File: config.mk
export PLATFORM = sky130hd
export DESIGN_NAME = instruction_memory_loader
export DESIGN_NICKNAME = d
export VERILOG_FILES = /design/src/rtl/loader_pkg.sv /design/src/rtl/instruction_memory_loader.sv
export SDC_FILE = /design/constraint.sdc
export NUM_CORES = 1
export LEC_CHECK = 0
export ABC_AREA = 1
export ABC_CLOCK_PERIOD_IN_PS = 1620
export CAP_MARGIN = 40
export CORE_MARGIN = 10
export CORE_UTILIZATION = 43
export CTS_CLUSTER_SIZE = 20
export DETAILED_ROUTE_END_ITERATION = 16
export GPL_TIMING_DRIVEN = 0
export PLACE_DENSITY_LB_ADDON = 0.3
export SETUP_SLACK_MARGIN = 0.02
export SYNTH_ARGS = -nofsm -noshare
export SYNTH_HDL_FRONTEND = slang
export SYNTH_SLANG_ARGS = --single-unit
File: constraint.sdc
create_clock -name i_clk -period 1.62 [get_ports i_clk]
set_input_delay 0.324 -clock i_clk [delete_from_list [all_inputs] [get_ports i_clk]]
set_output_delay 0.324 -clock i_clk [all_outputs]
set_load 0.01 [all_outputs]
File: src/rtl/loader_pkg.sv
// Shared types and helpers for the instruction memory loader.
// The fetch side defines its byte order against byte_of(), so both ends
// of the instruction memory agree on big-endian packing.
package loader_pkg;

    localparam int BYTES_PER_WORD = 4;

    typedef enum logic [1:0] {
        IDLE      = 2'd0,
        WAIT_WORD = 2'd1,
        WRITE     = 2'd2,
        DONE      = 2'd3
    } state_t;

    // Big-endian byte select: index 0 is the most significant byte.
    function automatic logic [7:0] byte_of(input logic [31:0] word, input logic [1:0] idx);
        logic [7:0] b;
        case (idx)
            2'd0:    b = word[31:24];
            2'd1:    b = word[23:16];
            2'd2:    b = word[15:8];
            default: b = word[7:0];
        endcase
        return b;
    endfunction

endpackage

File: src/rtl/instruction_memory_loader.sv
// Writer-side loader for the byte-addressed, big-endian instruction memory.
// Accepts 32-bit words over valid/ready and writes each one as four bytes,
// most significant byte at the lowest address. busy stalls the CPU while a
// program is being loaded; done/error report how the session ended.
// BASE_ADDR must be a multiple of 4 and BASE_ADDR + 4*MAX_WORDS must fit
// in the ADDR_WIDTH byte address space.
module instruction_memory_loader
    import loader_pkg::*;
#(
    parameter int ADDR_WIDTH = 14,
    parameter int BASE_ADDR  = 0,
    parameter int MAX_WORDS  = 4096,
    localparam int CNT_W     = $clog2(MAX_WORDS + 1)
) (
    input  logic                  i_clk,
    input  logic                  i_reset,
    input  logic                  i_start,
    input  logic [31:0]           i_word_in,
    input  logic                  i_word_valid,
    input  logic                  i_word_last,
    output logic                  o_word_ready,
    output logic                  o_mem_we,
    output logic [ADDR_WIDTH-1:0] o_mem_addr,
    output logic [7:0]            o_mem_wdata,
    output logic                  o_busy,
    output logic                  o_done,
    output logic                  o_error,
    output logic [CNT_W-1:0]      o_word_count
);

    state_t           r_state;
    logic [CNT_W-1:0] r_word_count;
    logic [1:0]       r_byte_idx;
    logic [31:0]      r_word;
    logic             r_last;
    logic             r_done;
    logic             r_error;

    state_t           w_state_next;
    logic [CNT_W-1:0] w_word_count_next;
    logic [1:0]       w_byte_idx_next;
    logic [31:0]      w_word_next;
    logic             w_last_next;
    logic             w_done_next;
    logic             w_error_next;

    logic [CNT_W-1:0]      w_count_inc;
    logic [ADDR_WIDTH-1:0] w_byte_addr;

    assign w_count_inc = r_word_count + CNT_W'(1);

    // State and datapath registers; reset returns to IDLE with everything cleared.
    always_ff @(posedge i_clk) begin
        // NOTE: non-blocking assignments so every register samples pre-edge values.
        if (i_reset) begin
            r_state      <= IDLE;
            r_word_count <= '0;
            r_byte_idx   <= '0;
            r_word       <= '0;
            r_last       <= 1'b0;
            r_done       <= 1'b0;
            r_error      <= 1'b0;
        end else begin
            r_state      <= w_state_next;
            r_word_count <= w_word_count_next;
            r_byte_idx   <= w_byte_idx_next;
            r_word       <= w_word_next;
            r_last       <= w_last_next;
            r_done       <= w_done_next;
            r_error      <= w_error_next;
        end
    end

    // Next-state logic: session start, word capture, byte sequencing and completion.
    always_comb begin
        // NOTE: every next value defaults to its register so no latch is inferred.
        w_state_next      = r_state;
        w_word_count_next = r_word_count;
        w_byte_idx_next   = r_byte_idx;
        w_word_next       = r_word;
        w_last_next       = r_last;
        w_done_next       = r_done;
        w_error_next      = r_error;

        case (r_state)
            IDLE, DONE: begin
                if (i_start) begin
                    w_state_next      = WAIT_WORD;
                    w_word_count_next = '0;
                    w_done_next       = 1'b0;
                    w_error_next      = 1'b0;
                end
            end
            WAIT_WORD: begin
                // word_ready is high throughout this state, so valid alone completes the handshake.
                if (i_word_valid) begin
                    w_word_next     = i_word_in;
                    w_last_next     = i_word_last;
                    w_byte_idx_next = '0;
                    w_state_next    = WRITE;
                end
            end
            WRITE: begin
                w_byte_idx_next = r_byte_idx + 2'd1;
                if (r_byte_idx == 2'(BYTES_PER_WORD - 1)) begin
                    w_word_count_next = w_count_inc;
                    if (r_last) begin
                        w_state_next = DONE;
                        w_done_next  = 1'b1;
                    end else if (w_count_inc == CNT_W'(MAX_WORDS)) begin
                        // Capacity reached without a last word: end the session as an overflow.
                        w_state_next = DONE;
                        w_done_next  = 1'b1;
                        w_error_next = 1'b1;
                    end else begin
                        w_state_next = WAIT_WORD;
                    end
                end
            end
            default: w_state_next = IDLE;
        endcase
    end

    // Byte address of the current write; wraps within the ADDR_WIDTH space.
    assign w_byte_addr = ADDR_WIDTH'(BASE_ADDR)
                       + (ADDR_WIDTH'(r_word_count) << 2)
                       + ADDR_WIDTH'(r_byte_idx);

    // Outputs decode registers only; address and data are zeroed outside WRITE.
    assign o_word_ready = (r_state == WAIT_WORD);
    assign o_busy       = (r_state == WAIT_WORD) || (r_state == WRITE);
    assign o_mem_we     = (r_state == WRITE);
    assign o_mem_addr   = o_mem_we ? w_byte_addr : '0;
    assign o_mem_wdata  = o_mem_we ? byte_of(r_word, r_byte_idx) : 8'h00;
    assign o_done       = r_done;
    assign o_error      = r_error;
    assign o_word_count = r_word_count;

endmodule

==> run_results.csv, run 1 <==
group,metric,value,unit
run_status,violations,"negative setup slack",
global_routing,grt_pass1_wl,14.9,mm
synthesis,synth_top_family_by_area,"simple AND/OR/NAND/NOR gates",
die,pin_count,77,
die,die_x,99.5,um
timing,layout_setup_ws,-0.356,ns
timing,max_freq,506,MHz
synthesis,synth_ff_type,"dfxtp_1",
min_path,whs_path_depth,2,
synthesis,ys_ff_latch,52,
cts,clock_sinks,52,
die,initial_utilization,0.451,
synthesis,synth_cell_types,28,
final_layout,drive_gt1_frac,0.391,
min_path,hold_path_end,"r_word[0]",
setup_path,arrival,2.18,ns
synthesis,syn_inst,403,
synthesis,synth_area,2720,um^2
global_routing,grt_use_total,0.181,
timing,relSlewSlack,0.438,
cts,clock_latency,0.33,ns
run_status,outcome,"complete, but fails checks",
power,powerDensity,712,nW/um^2
timing,final_hold_viol_count,0,
synthesis,synth_xor_area_frac,0.0166,
setup_path,r2r_end,"o_word_count[0]",
place,place_area,3590,um^2
die,die_area,9900,um^2
timing,post-route-min-period,1.98,ns
setup_path,endpoint_kind,"flop",
cts,htreeDepth,2,
synthesis,synth_seq_area_share,0.383,
drt,drt-pass1-iter-count,8,
timing,fin_setup_tns,-6.53,ns
die,die_height,99.5,um
setup_path,required,1.82,ns
min_path,min-delay-start,"r_word[0]",
synthesis,synth_common_cells,"nand2_1 (84), nor2_1 (75), dfxtp_1 (52), o21ai_0 (45), inv_1 (36)",
synthesis,syn_area_per_cell,6.74,um^2
synthesis,synth.top_cell.area_share,0.383,
drt,drc,0,
setup_path,reg2reg_slack,-0.36,ns
synthesis,ys_top_cells_by_area,"dfxtp_1 (38%), nand2_1 (12%), nor2_1 (10%)",
power,total_power,3.20,mW
cts,clk_pin_slew,0.11,ns
cts,cts_tree,"built",
cts,cts-root-buf,"clkbuf_8",
cts,cts-hold-fix-buffers,0,
setup_path,crit_path_max_fanout,4,
global_routing,antenna_found_initial,0,
timing,tightest_slew,0.843,ns
synthesis,yosys.area_share.simple,0.306,
drt,drt_wl_total,10.3,mm
final_layout,final_nets,561,
flow_run,drv_cap,0,
cts,clock_path_buffers,2,
synthesis,synth_edf_count,0,
drt,vias_per_cell,5.43,
place,portBuffers,76,
synthesis,synth-compound-area-share,0.166,
synthesis,synthArstFlopShare,0,
place,hpwlAfterDp,5.93,mm
final_layout,antenna_cells,0,
synthesis,synthMostInstantiatedCell,"nand2_1",
place,dp_slack,-0.622,ns
cts,cts_inserted_buffers,5,
final_layout,area_growth,65.4,%
setup_path,critPathKind,"flop to flop",
min_path,hold_class,"flop to flop",
timing,rsz0062_at_grt,"true",
die,core_area,6030,um^2
timing,setup_viol,39,
place,gp_congestion,0.862,
synthesis,synth_fa_ha_area_frac,0.0415,
setup_path,reg2regPathDepth,11,
power,ir_worst_vdd,0.555,mV
drt,vias,3211,
power,p_leak,2.08,nW
timing,finalCritPeriodShare,1.22,
drt,drtAntennaViolNets,0,
global_routing,first_global_vias,3056,
global_routing,gr-total-overflow,0,
setup_path,reg2reg_from,"r_state[1]",
final_layout,fin_area,4490,um^2
timing,clock_skew,0.0159,ns
setup_path,startpoint_type,"flop",
drt,post_drt_wl_per_cell,17.4,um
synthesis,syn_nets,449,
die,num_rows,28,
synthesis,synth_warnings,0,
global_routing,grt_max_degree,18,
timing,report.final.slew_viol_count,0,
synthesis,yosysTopAreaCell,"dfxtp_1",
drt,drtIter0Drc,268,
synthesis,muxShareOfSynthArea,0,
==> metal layers <==
layer / up-vias / track usage / share of wire
met5: - / 0 / 0
met3: 47 / 0.0533 / 0.083
met1: 1468 / 0.195 / 0.37
met2: 197 / 0.327 / 0.51
li1: 1499 / - / -
met4: 0 / 0.0650 / 0.042
==> cells by family (layout without fill, tap and decap cells) <==
kind of cell | Yosys count | after routing
and+or+nand+nor | 193 | 193
xor gates and xnor gates | 3 | 3
adders and majority gates | 9 | 9
DFF | 52 | 52
buffers and inverters | 60 | 173
AOI/OAI and AO/OA | 86 | 86
==> worst max-delay path by stage <==
| stage | from | end | slack (ns) | cells after the start |
|---|---|---|---|---|
| floorplan | r_state[0] | o_word_count[11] | 0.03 | 11 |
| global placement | r_state[1] | o_mem_wdata[3] | -0.62 | 6 |
| detailed placement | r_state[1] | o_mem_wdata[3] | -0.62 | 6 |
| CTS | r_state[0] | o_mem_wdata[3] | -0.22 | 7 |
| global route | r_state[1] | o_word_count[0] | -0.33 | 11 |
| finish | r_state[1] | o_word_count[0] | -0.36 | 11 |
==> critical path: stages, from the launching register on <==
cell and delay [ns]:
dfxtp_4 0.38, ha_4 0.16, buf_4 0.13, buf_6 0.11, buf_6 0.11, nand2_4 0.07, nand2_4 0.05, nor2_4 0.13
inv_4 0.06, nor2_4 0.19, o21ai_1 0.12, a21oi_1 0.32
==> per-stage QoR <==
stage,utilization,instances,hold slack [ns]
after floorplan,-,403,0.393
after global placement,0.597,554,0.443
after detailed placement,0.597,554,0.464
after CTS,0.688,583,0.475
after global routing,0.745,591,0.503
final,0.745,591,0.489
==> flip-flops by register name, summed over array words and instances, names as in the netlist <==
register and flops:
o_word_count 13, o_done 1, r_state 2, r_byte_idx 2
r_last 1, o_error 1, r_word 32
==> report_power, final <==
group / total (mW) / internal [mW] / switching, mW
combinational: 0.673 / 0.316 / 0.358
sequential: 1.43 / 1.36 / 0.0636
clock: 1.10 / 0.622 / 0.475
==> final cells by class <==
cell class / instances / area (um^2)
multi-input cells: 291 / 1870
clock inverters: 3 / 68.8
well taps: 75 / 93.8
flip-flops and latches: 52 / 1080
clock buffers: 5 / 68.8
fillers: 419 / 1530
plain buffers: 16 / 156
repair inverters: 1 / 6.26
inverters: 41 / 168
repair buffers: 107 / 980
==> placed cells by master (no fill, tap or decap), types with 2 or more instances in the layout <==
cell type,n
nand2_1,58
dfxtp_4,8
nor2_2,4
inv_2,16
o21ai_2,4
a21oi_1,13
buf_2,17
ha_1,2
nor2_1,72
buf_6,17
dfxtp_1,36
clkbuf_8,6
xor2_2,2
o21ai_1,4
clkbuf_16,3
dlygate4sd2_1,6
clkbuf_1,4
nand3_4,3
buf_8,2
a21oi_2,15
dlymetal6s2s_1,6
nand3_1,4
clkbuf_2,6
a31oi_1,7
inv_1,22
nand2_2,19
inv_4,2
nand3_2,7
nor2_4,7
bufinv_16,2
ha_4,7
o21ai_0,37
buf_4,21
dfxtp_2,8
clkdlybuf4s50_1,38
nand2_4,14
==> timing repair <==
action | in CTS | in global routing
setup endpoints to repair | 86 | 80
pin swaps | 15 | 27
cloned | 5 | 1
endpoints found under the hold margin | 0 | 0
resized for setup | 180 | 111
buffers inserted | 19 | 8
Note: power is estimated with default switching activity, not from simulation.
==> run 2, diff against run 1 <==
--- a/config.mk
+++ b/config.mk
@@ -10,6 +10,7 @@
 export CAP_MARGIN = 40
 export CORE_MARGIN = 10
 export CORE_UTILIZATION = 43
+export CTS_CLUSTER_DIAMETER = 120
 export CTS_CLUSTER_SIZE = 20
 export DETAILED_ROUTE_END_ITERATION = 16
 export GPL_TIMING_DRIVEN = 0
==> results of run 2 <==
Same layout as run 1: the final DEF is identical, and so are final timing and power.
==> run 3, diff against run 2 <==
--- a/config.mk
+++ b/config.mk
@@ -15,6 +15,7 @@
 export DETAILED_ROUTE_END_ITERATION = 16
 export GPL_TIMING_DRIVEN = 0
 export PLACE_DENSITY_LB_ADDON = 0.3
+export REMOVE_ABC_BUFFERS = 1
 export SETUP_SLACK_MARGIN = 0.02
 export SYNTH_ARGS = -nofsm -noshare
 export SYNTH_HDL_FRONTEND = slang
==> run 3 against run 2 <==
Compared with the run above:
- critical path depth is 5 lower
- first-iteration DRC count is 45% lower
- largest cell class unchanged
- cell area is 7.4% lower
- the run still ends with negative setup slack left
- global-route usage is 1.8 points lower
- combinational power is 2% higher
- hold slack worse by 0.014 ns
- via count is 6.9% lower
- highest routed layer unchanged
- clock power is 28% lower
- non-clock buffer count is 18 lower
- flip-flop and latch count stayed put
- final cell count is 3.0% lower
==> run_results.csv, run 3 (synthesis results as in run 1) <==
group,metric,value,unit
final_layout,final_nets,543,
die,die_x,99.5,um
final_layout,final_cell_mix,"nand2_1 (75), nor2_1 (71), clkdlybuf4s50_1 (37), dfxtp_1 (36), o21ai_0 (35)",
power,p_seq_frac,0.490,
drt,drtAntennaViolNets,0,
power,p_int,2.04,mW
cts,clk_pin_slew,0.10,ns
die,num_rows,28,
cts,clock_sinks,52,
timing,tightest_slew,0.532,ns
timing,setup_viol,37,
place,placed_cells,538,
global_routing,antenna_found_initial,0,
power,combPwrFrac,0.236,
setup_path,arrival,1.48,ns
die,die_height,99.5,um
timing,clock_skew,0.00912,ns
timing,max_freq,555,MHz
timing,post-route-min-period,1.80,ns
setup_path,required,1.30,ns
die,initial_utilization,0.451,
power,netSwitchingFraction,0.299,
cts,clock_latency,0.32,ns
final_layout,largest_reg_flops,32,
flow_run,drv_cap,0,
die,pin_count,77,
setup_path,r2r_end,"o_word_count[0]",
setup_path,endpoint_kind,"primary output",
final_layout,layoutNonFillerInstCount,573,
drt,drt-pass1-iter-count,4,
timing,rsz0062_at_grt,"true",
place,portBuffers,76,
cts,cts-hold-fix-buffers,0,
power,powerDensity,700,nW/um^2
drt,vias_per_cell,5.22,
timing,layout_setup_ws,-0.180,ns
power,ir_worst_vdd,0.535,mV
die,die_area,9900,um^2
setup_path,reg2regPathDepth,10,
setup_path,startpoint_type,"flop",
timing,fin_setup_tns,-2.58,ns
final_layout,final.fill_count,484,
final_layout,final_common_cell,"nand2_1",
run_status,violations,"negative setup slack",
setup_path,reg2reg_slack,-0.12,ns
run_status,outcome,"complete, but fails checks",
setup_path,critPathKind,"flop to primary output",
drt,drt_wl_total,8.96,mm
drt,drc,0,
setup_path,crit_end,"o_mem_wdata[0]",
final_layout,regMostFlops,"r_word",
place,hpwlAfterDp,5.40,mm
setup_path,crit_path_max_fanout,8,
global_routing,grt_pass1_wl,13.6,mm
cts,clock_path_buffers,2,
cts,cts-root-buf,"clkbuf_8",
drt,post_drt_wl_per_cell,15.6,um
timing,final_hold_viol_count,0,
timing,relSlewSlack,0.646,
cts,cts_tree,"built",
drt,vias,2991,
final_layout,antenna_cells,0,
timing,whs,0.475,ns
min_path,hold_class,"flop to flop",
final_layout,drive_gt1_frac,0.303,
power,pwr-share-clk,0.274,
setup_path,crit_start,"r_state[0]",
cts,htreeDepth,2,
global_routing,grt_max_degree,21,
drt,drtIter0Drc,147,
place,gp_congestion,0.821,
cts,cts_inserted_buffers,5,
power,power_switching,0.871,mW
timing,finalCritPeriodShare,1.11,
setup_path,reg2reg_from,"r_byte_idx[1]",
global_routing,gr-total-overflow,0,
power,p_leak,1.78,nW
global_routing,grt_use_total,0.163,
global_routing,first_global_vias,2946,
final_layout,area_growth,53.2,%
timing,report.final.slew_viol_count,0,
die,core_area,6030,um^2
## run 3: cell count changes in the layout (fill, tap and decap cells not counted), moves of 4 or more
cell / delta
a21oi_1: +8
a21oi_2: -8
buf_6: -8
clkbuf_1: -4
clkbuf_2: -5
inv_1: +7
inv_2: -10
nand2_1: +17
nand2_2: -6
nand2_4: -11
nand3_1: +5
o21ai_1: +4
## run 3: cell type report
cell class              instances  area [um^2]  share of cell area
repair buffers                105         1010               0.243
repair inverters                1         7.51             0.00180
flip-flops and latches         52         1080               0.260
clock buffers                   6         82.6              0.0198
well taps                      75         93.8              0.0226
clock inverters                 2         13.8             0.00331
multi-input cells             291         1700               0.408
inverters                      41          176              0.0424
## run 3: how the worst min path moves through the flow
stage	startpoint	cells after the start	endpoint
2_1_floorplan	i_reset	1	r_state[1]
6_report	o_error	2	o_error
3_5_place_dp	o_error	2	o_error
3_3_place_gp	o_error	2	o_error
4_1_cts	o_error	2	o_error
5_1_grt	o_error	2	o_error
## run 3: metrics by stage
stage | setup slack (ns) | util | cell area [um^2] | power, mW
after floorplan | -0.533 | - | 2640 | 1.71
after global placement | -1.29 | 0.579 | 3490 | 1.90
after detailed placement | -0.775 | 0.587 | 3540 | 1.93
after CTS | -0.150 | 0.643 | 3870 | 2.80
after global routing | -0.207 | 0.690 | 4160 | 3.03
final | -0.180 | 0.690 | 4160 | 2.91
## run 3: power by group through the flow
stage / registers, mW / clock network (mW) / logic, mW
4_1_cts: 1.42 / 0.803 / 0.579
6_report: 1.43 / 0.797 / 0.687
3_5_place_dp: 1.45 / 0 / 0.483
3_3_place_gp: 1.45 / 0 / 0.455
5_1_grt: 1.44 / 0.848 / 0.745
2_1_floorplan: 1.44 / 0 / 0.273
## run 3: metal layers
| layer | track usage | up-vias | wire length [um] |
|---|---|---|---|
| met5 | 0 | - | 0 |
| met4 | 0.0485 | 0 | 159 |
| met3 | 0.0519 | 16 | 697 |
| met2 | 0.292 | 108 | 4460 |
| met1 | 0.179 | 1398 | 3640 |
| li1 | - | 1469 | - |
## run 3: critical path: stages (launching register included)
cell and delay [ns]:
dfxtp_2 0.34, inv_2 0.07, ha_4 0.18, buf_8 0.15, o21ai_1 0.07, a31oi_1 0.18, buf_2 0.17
## run 3: what timing repair did
item / CTS / global route
resized for setup: 186 / 44
endpoints found under the setup margin: 90 / 70
cloned: 2 / 2
pin swaps: 12 / 14
buffers inserted: 14 / 10
